### src/rtl/decoder_pkg.sv
// Shared types and helpers for the sequential N-to-2^N decoder.
package decoder_pkg;

  typedef enum logic [1:0] {
    ST_IDLE = 2'd0,
    ST_HOLD = 2'd1,
    ST_SCAN = 2'd2
  } state_t;

  localparam logic MODE_DECODE = 1'b0;
  localparam logic MODE_SCAN   = 1'b1;

  // Widest decode the helper supports (N_IN up to 8).
  localparam int unsigned MAX_IDX_W = 8;
  localparam int unsigned MAX_OUT_W = 256;

  function automatic logic [MAX_OUT_W-1:0] onehot(input logic [MAX_IDX_W-1:0] idx,
                                                  input int unsigned width);
    onehot = '0;
    if (32'(idx) < width) onehot[idx] = 1'b1;
  endfunction

endpackage

### src/rtl/decoder_dwell_timer.sv
// Dwell down-counter for the scan walk: tick marks the last cycle of a position,
// after which the count reloads itself.
module decoder_dwell_timer #(
  parameter  int unsigned DWELL = 4,
  localparam int unsigned CNT_W = (DWELL > 1) ? $clog2(DWELL) : 1
) (
  input  logic clk,
  input  logic rst,
  input  logic load,
  output logic tick
);

  localparam logic [CNT_W-1:0] RELOAD = CNT_W'(DWELL - 1);

  logic [CNT_W-1:0] r_cnt;

  always_ff @(posedge clk) begin
    if (rst) begin
      r_cnt <= RELOAD;
    end else if (load || (r_cnt == '0)) begin
      r_cnt <= RELOAD;
    end else begin
      r_cnt <= r_cnt - CNT_W'(1);
    end
  end

  assign tick = (r_cnt == '0);

endmodule

### src/rtl/decoder_seq_nto2n.sv
// Registered N-to-2^N one-hot decoder with valid/ready input handshake.
// Auto-scan mode (walk the one-hot through all positions) exists only when DECODER_SCAN_EN is defined.
module decoder_seq_nto2n
  import decoder_pkg::*;
#(
  parameter  int unsigned N_IN  = 4,
  parameter  int unsigned DWELL = 4,
  localparam int unsigned OUT_W = 2**N_IN
) (
  input  logic             clk,
  input  logic             rst,
  input  logic             en,
  input  logic             in_valid,
  output logic             in_ready,
  input  logic [N_IN-1:0]  in,
  input  logic             mode,
  output logic [OUT_W-1:0] out,
  output logic             out_valid,
  output logic             busy,
  output logic             scan_wrap
);

  state_t           r_state, w_state_nxt;
  logic [OUT_W-1:0] r_out, w_out_nxt, w_onehot_in;
  logic             r_out_valid, w_out_valid_nxt;
  logic             w_accept;

  assign w_onehot_in = OUT_W'(onehot(MAX_IDX_W'(in), OUT_W));
  assign w_accept    = in_valid && in_ready;

`ifdef DECODER_SCAN_EN
  logic [N_IN-1:0]  r_idx, r_start, w_idx_nxt, w_start_nxt, w_idx_step;
  logic [OUT_W-1:0] w_onehot_step;
  logic             r_busy, w_busy_nxt, r_scan_wrap, w_wrap_nxt;
  logic             w_load, w_tick;

  assign w_idx_step    = r_idx + N_IN'(1);
  assign w_onehot_step = OUT_W'(onehot(MAX_IDX_W'(w_idx_step), OUT_W));
  assign in_ready      = en && (r_state != ST_SCAN);
  assign busy          = r_busy;
  assign scan_wrap     = r_scan_wrap;

  decoder_dwell_timer #(.DWELL(DWELL)) u_dwell (
    .clk  (clk),
    .rst  (rst),
    .load (w_load),
    .tick (w_tick)
  );
`else
  logic w_unused_cfg;

  assign w_unused_cfg = mode ^ (DWELL == 0);
  assign in_ready     = en;
  assign busy         = 1'b0;
  assign scan_wrap    = 1'b0;
`endif

  always_comb begin
    w_state_nxt     = r_state;
    w_out_nxt       = r_out;
    w_out_valid_nxt = r_out_valid;
`ifdef DECODER_SCAN_EN
    w_idx_nxt       = r_idx;
    w_start_nxt     = r_start;
    w_busy_nxt      = r_busy;
    w_wrap_nxt      = 1'b0;
    w_load          = 1'b0;
`endif
    if (!en) begin
      w_state_nxt     = ST_IDLE;
      w_out_nxt       = '0;
      w_out_valid_nxt = 1'b0;
`ifdef DECODER_SCAN_EN
      w_busy_nxt      = 1'b0;
`endif
    end else begin
      case (r_state)
        ST_IDLE, ST_HOLD: begin
          if (w_accept) begin
            w_out_nxt       = w_onehot_in;
            w_out_valid_nxt = 1'b1;
            w_state_nxt     = ST_HOLD;
`ifdef DECODER_SCAN_EN
            w_idx_nxt       = in;
            w_start_nxt     = in;
            if (mode == MODE_SCAN) begin
              w_state_nxt = ST_SCAN;
              w_busy_nxt  = 1'b1;
              w_load      = 1'b1;
            end
`endif
          end
        end
`ifdef DECODER_SCAN_EN
        // Stepping back onto the start index ends the walk instead of showing it again.
        ST_SCAN: begin
          if (w_tick) begin
            w_wrap_nxt = (r_idx == '1);
            if (w_idx_step == r_start) begin
              w_state_nxt     = ST_IDLE;
              w_out_nxt       = '0;
              w_out_valid_nxt = 1'b0;
              w_busy_nxt      = 1'b0;
            end else begin
              w_idx_nxt = w_idx_step;
              w_out_nxt = w_onehot_step;
            end
          end
        end
`endif
        default: begin
          w_state_nxt     = ST_IDLE;
          w_out_nxt       = '0;
          w_out_valid_nxt = 1'b0;
`ifdef DECODER_SCAN_EN
          w_busy_nxt      = 1'b0;
`endif
        end
      endcase
    end
  end

  always_ff @(posedge clk) begin
    if (rst) begin
      r_state     <= ST_IDLE;
      r_out       <= '0;
      r_out_valid <= 1'b0;
`ifdef DECODER_SCAN_EN
      r_busy      <= 1'b0;
      r_scan_wrap <= 1'b0;
`endif
    end else begin
      r_state     <= w_state_nxt;
      r_out       <= w_out_nxt;
      r_out_valid <= w_out_valid_nxt;
`ifdef DECODER_SCAN_EN
      r_busy      <= w_busy_nxt;
      r_scan_wrap <= w_wrap_nxt;
`endif
    end
  end

`ifdef DECODER_SCAN_EN
  always_ff @(posedge clk) begin
    r_idx   <= w_idx_nxt;
    r_start <= w_start_nxt;
  end
`endif

  assign out       = r_out;
  assign out_valid = r_out_valid;

endmodule

### config.mk
export PLATFORM = sky130hd
export DESIGN_NAME = decoder_seq_nto2n
export DESIGN_NICKNAME = d
export VERILOG_FILES = /design/src/rtl/decoder_pkg.sv /design/src/rtl/decoder_dwell_timer.sv /design/src/rtl/decoder_seq_nto2n.sv
export SDC_FILE = /design/constraint.sdc
export NUM_CORES = 1
export LEC_CHECK = 0
export ABC_CLOCK_PERIOD_IN_PS = 1300
export CORE_AREA = 3 3 50 43
export DETAILED_ROUTE_END_ITERATION = 10
export DIE_AREA = 0 0 53 46
export PLACE_DENSITY = 0.76
export SYNTH_ARGS = -nofsm -noshare
export SYNTH_HDL_FRONTEND = slang
export SYNTH_SLANG_ARGS = --single-unit
### constraint.sdc
create_clock -name clk -period 1.3 [get_ports clk]
set_input_delay 0.13 -clock clk [delete_from_list [all_inputs] [get_ports clk]]
set_output_delay 0.13 -clock clk [all_outputs]
set_load 0.005 [all_outputs]
# --- After elaboration in Yosys (flattened, before gate mapping) ---
# Cells that the tools add are included.
totals:
  regBits: 17
  input_bits: 9
  output_inout_bits: 20
  elab_cells: 13
op_classes:
  order_cmp: 2
  muxes: 2
  n_bitwise: 2
  n_reduce_logical: 5
op_table:
  columns: ["operator", "count"]
  rows:
  - ["4-bit by 9-bit less-than comparator with 1-bit output, second input constant", 1]
  - ["1-bit demux with 4-bit select", 1]
  - ["4-bit by 1-bit >= comparator with 1-bit output, second input constant", 1]
  - ["3-bit OR reduction", 1]
  - ["1-bit logical AND", 2]
  - ["2-bit logical NOT", 1]
  - ["1-bit NOT", 2]
  - ["2-bit OR reduction", 1]
  - ["1-bit two-way mux", 1]

# --- Longest topological paths before layout ---
logic_depth:
  word_depth: 4
  mapped_depth: 4
  depth_no_buf: 2

# --- Worst setup path after synthesis ---
# No wires, ideal clock.
synth_timing:
  path_type: "input -> register"
  start: "input rst"
  end: "register r_out[12] (netlist: out[12])"
  setup_time_ns: 0.057
  t_arrival_ns: 0.813
  t_required_ns: 1.243
  slack_ns: 0.430
  path_stages: 4
  path_buffers: 2
  path_cell_list: "buf_6 nor3b_4 buf_6 a22o_2"
synth_via:
  elab_chain_cells: 1
synth_lines:
  columns: ["item", "line_no", "rtl"]
  rows:
  - ["from (decl)", "decoder_seq_nto2n.sv:11", "input logic rst,"]
  - ["3-bit OR reduction (no line)", null, null]
  - ["to (signal assigned)", "decoder_seq_nto2n.sv:134", "r_out <= w_out_nxt;"]
  - ["to (decl)", "decoder_seq_nto2n.sv:24", "logic [OUT_W-1:0] r_out, w_out_nxt, w_onehot_in;"]
# No other way between the ends.
# A chain may end at the register's enable or synchronous reset.

# --- Worst setup path after layout ---
layout_timing:
  start: "register r_out[5] (netlist: out[5])"
  end: "output out[5]"
layout_lines:
  columns: ["item", "line_no", "rtl"]
  rows:
  - ["to (decl)", "decoder_seq_nto2n.sv:17", "output logic [OUT_W-1:0] out,"]
# No word-level cell between the ends.

==> metrics.md <==
| Metric | Value |
|---|---|
| Reg2reg path depth | 2 |
| Area grow syn2layout | 49.9% |
| DRT antenna net count | 0 |
| Static leakage | 0.530 nW |
| Max Slew Vio Count | 0 |
| Buffers on Ports | 25 |
| Core area | approximately 0.0016 mm^2 |
| Sequential-to-total area share from yosys stat | 0.463 |
| # H-tree levels | 1 |
| Std cell rows | 13 |
| RSZ-0062 raised after global routing | no |
| Clock slew at reported path FFs | 100 ps |
| Post-place setup slack | -92.1 ps |
| WP data required | 1170 ps |
| Status | finished, final reports clean |
| TritonRoute pass-1 iters | 2 |
| Die area | 0.00244 mm^2 |
| Vias in the first global route | 619 |
| Fraction of layout cells with a size suffix above 1 | 0.447 |
| Worst path top cell family by delay | buffers and inverters |
| Final wirelength | 1680 um |
| Setup ws final | 40.7 ps |
| Worst Path Arrival | 1130 ps |
| Syn_area_per_cell | 12.4 um^2 |
| Vias per std cell | 5.27 |
| Placed cells | about 110 |
| Clock Latency Late Sink | 290 ps |
| Area after DPL | 0.00104 mm^2 |
| Tot GR Track Use | 0.164 |
| Final GP Congestion | around 0.75 |
| Crit path kind | reg -> out |
| Non-Filler Instances | between 100 and 150 |
| Buffers and inverters on the worst path | 1 |
| Fin crit period | about 1300 ps |
| Crit path capture type | output port |
| Number of max-cap violations | 0 |
| CTS tree | yes |
| Wire per inst | 14.5 um |
| Cells along the critical path | clkdlybuf4s50_1 |
| CP max-delay cell | clkdlybuf4s50_1 |
| Root Buffer | clkbuf_4 |
| First-pass GRT wire length | 2860 um |
| Starting Density | 0.447 |
| Vias | 611 |
| HPWL Detailed | 1270 um |
| Die Ht | 46 um |
| Syn Inst Count | 59 |
| WP depth | 1 |
| Grt ovf | 0 |
| Count of cell types in the netlist | 21 |
| Peak VDD IR | approximately 600 uV |
| Largest net degree at the start of global routing | 11 |
| Worst Path Max Fanout | 2 |
| Layout net count | 104 |
| Hold Vio Cnt, Final | 0 |
| Synthesized area | 734 um^2 |
| Synth warn | 0 |
| Initial antenna violation count | 0 |
| Layout fillers | 137 |
| DRT iter0 DRCs | 5 |
| Tcrit/Tclk final | 0.969 |
| Worst Skew | 0 ps |
| Number of I/O pins | 29 |
| Max frequency | between 700 and 800 MHz |
| PD cells | 839 mW/mm^2 |
| Die X | 53 um |
| Number of synthesized register bits | 17 |
| N_diodes | 0 |
| Final Setup Violations | 0 |
| Cts bufs inserted | 3 |
| Worst path max stage delay | 490 ps |
| Clock Sinks | 17 |
| Worst setup SP type | flop |
| Hold WC Path Type | in -> reg |
| Clock Path Buffers | 2 |
| Min-Delay Path Depth | 3 |
| Final instance area | ~0.0011 mm^2 |
| DRC Markers | 0 |
## synth_stat cells
library cell / n / area (um^2)
a32o_1: 2 / 20.0
a21o_1: 1 / 7.51
buf_4: 3 / 22.5
dfxtp_1: 17 / 340
nand4b_1: 2 / 17.5
nor2_1: 2 / 7.51
nor3b_4: 1 / 18.8
o2bb2ai_1: 6 / 52.6
buf_6: 3 / 33.8
and4bb_2: 4 / 50.1
conb_1: 1 / 3.75
nand4_1: 1 / 6.26
clkbuf_2: 1 / 5.00
nor4b_2: 1 / 15.0
and3_1: 1 / 6.26
nand4bb_1: 2 / 22.5
nor3b_1: 1 / 7.51
and4b_1: 1 / 10.0
and4b_2: 1 / 11.3
a22o_2: 7 / 70.1
nor2b_1: 1 / 6.26
## where the power goes
group          total, mW  internal (mW)  switching (mW)
Combinational      0.116         0.0660          0.0505
Clock              0.281          0.115           0.167
Sequential         0.526          0.524         0.00193
Total              0.924          0.705           0.219
## per-stage QoR
stage                     setup TNS [ps]  hold slack, ps  power, mW  utilization
after floorplan                        0             322      0.595            -
final                                  0             458      0.924        0.670
after global placement              -743             445      0.653        0.636
after detailed placement            -802             446      0.655        0.636
after global routing                   0             461      0.965        0.670
after CTS                              0             452      0.936        0.652
## registers in the layout (all words and copies together), names as in the netlist
register and cells:
out 16, out_valid 1
## worst paths after layout
kind | start | to | slack [ps]
worst max-delay path | out[5] | out[5] | 40
worst max register to register | out[2] | out[2] | 530
worst min register to register | out[9] | out[9] | 460
worst min-delay path | en | out_valid | 460
## final cells by class
cell class,instances,area [um^2],area share
well taps,22,27.5,0.0250
clock buffers,3,22.5,0.0205
clock inverters,1,5.00,0.00455
flip-flops and latches,17,355,0.323
repair buffers,37,354,0.322
multi-input cells,36,337,0.306
## timing repair
action / 4_1_cts / 5_1_grt
endpoints found under the setup margin: 1 / 16
hold endpoints to repair: 0 / 0
pin swaps: 0 / 0
resized for setup: 1 / 18
hold buffers: 0 / 0
buffers inserted: 0 / 0
## layer usage
| layer | GRT usage | wire length [um] |
|---|---|---|
| met5 | 0 | 0 |
| met4 | 0.0306 | 0 |
| met3 | 0.0754 | 126 |
| met2 | 0.248 | 763 |
| met1 | 0.216 | 787 |
## cell families after synthesis
logic type / Yosys count / share of synthesized area
other: 1 / 0.00511
buffers and inverters: 7 / 0.0835
AO/OA/AOI/OAI: 16 / 0.204
flip-flops: 17 / 0.463
AND/OR/NAND/NOR: 18 / 0.244
## cell usage in the layout (no fill, tap or decap), drive strengths merged, types with 3 or more instances in the layout
cell	instances
dlymetal6s2s	6
and4bb	4
dfxtp	17
clkdlybuf4s50	18
a22o	7
clkbuf	3
buf	12
o2bb2ai	6
Note: power is estimated with default switching activity, not from simulation.
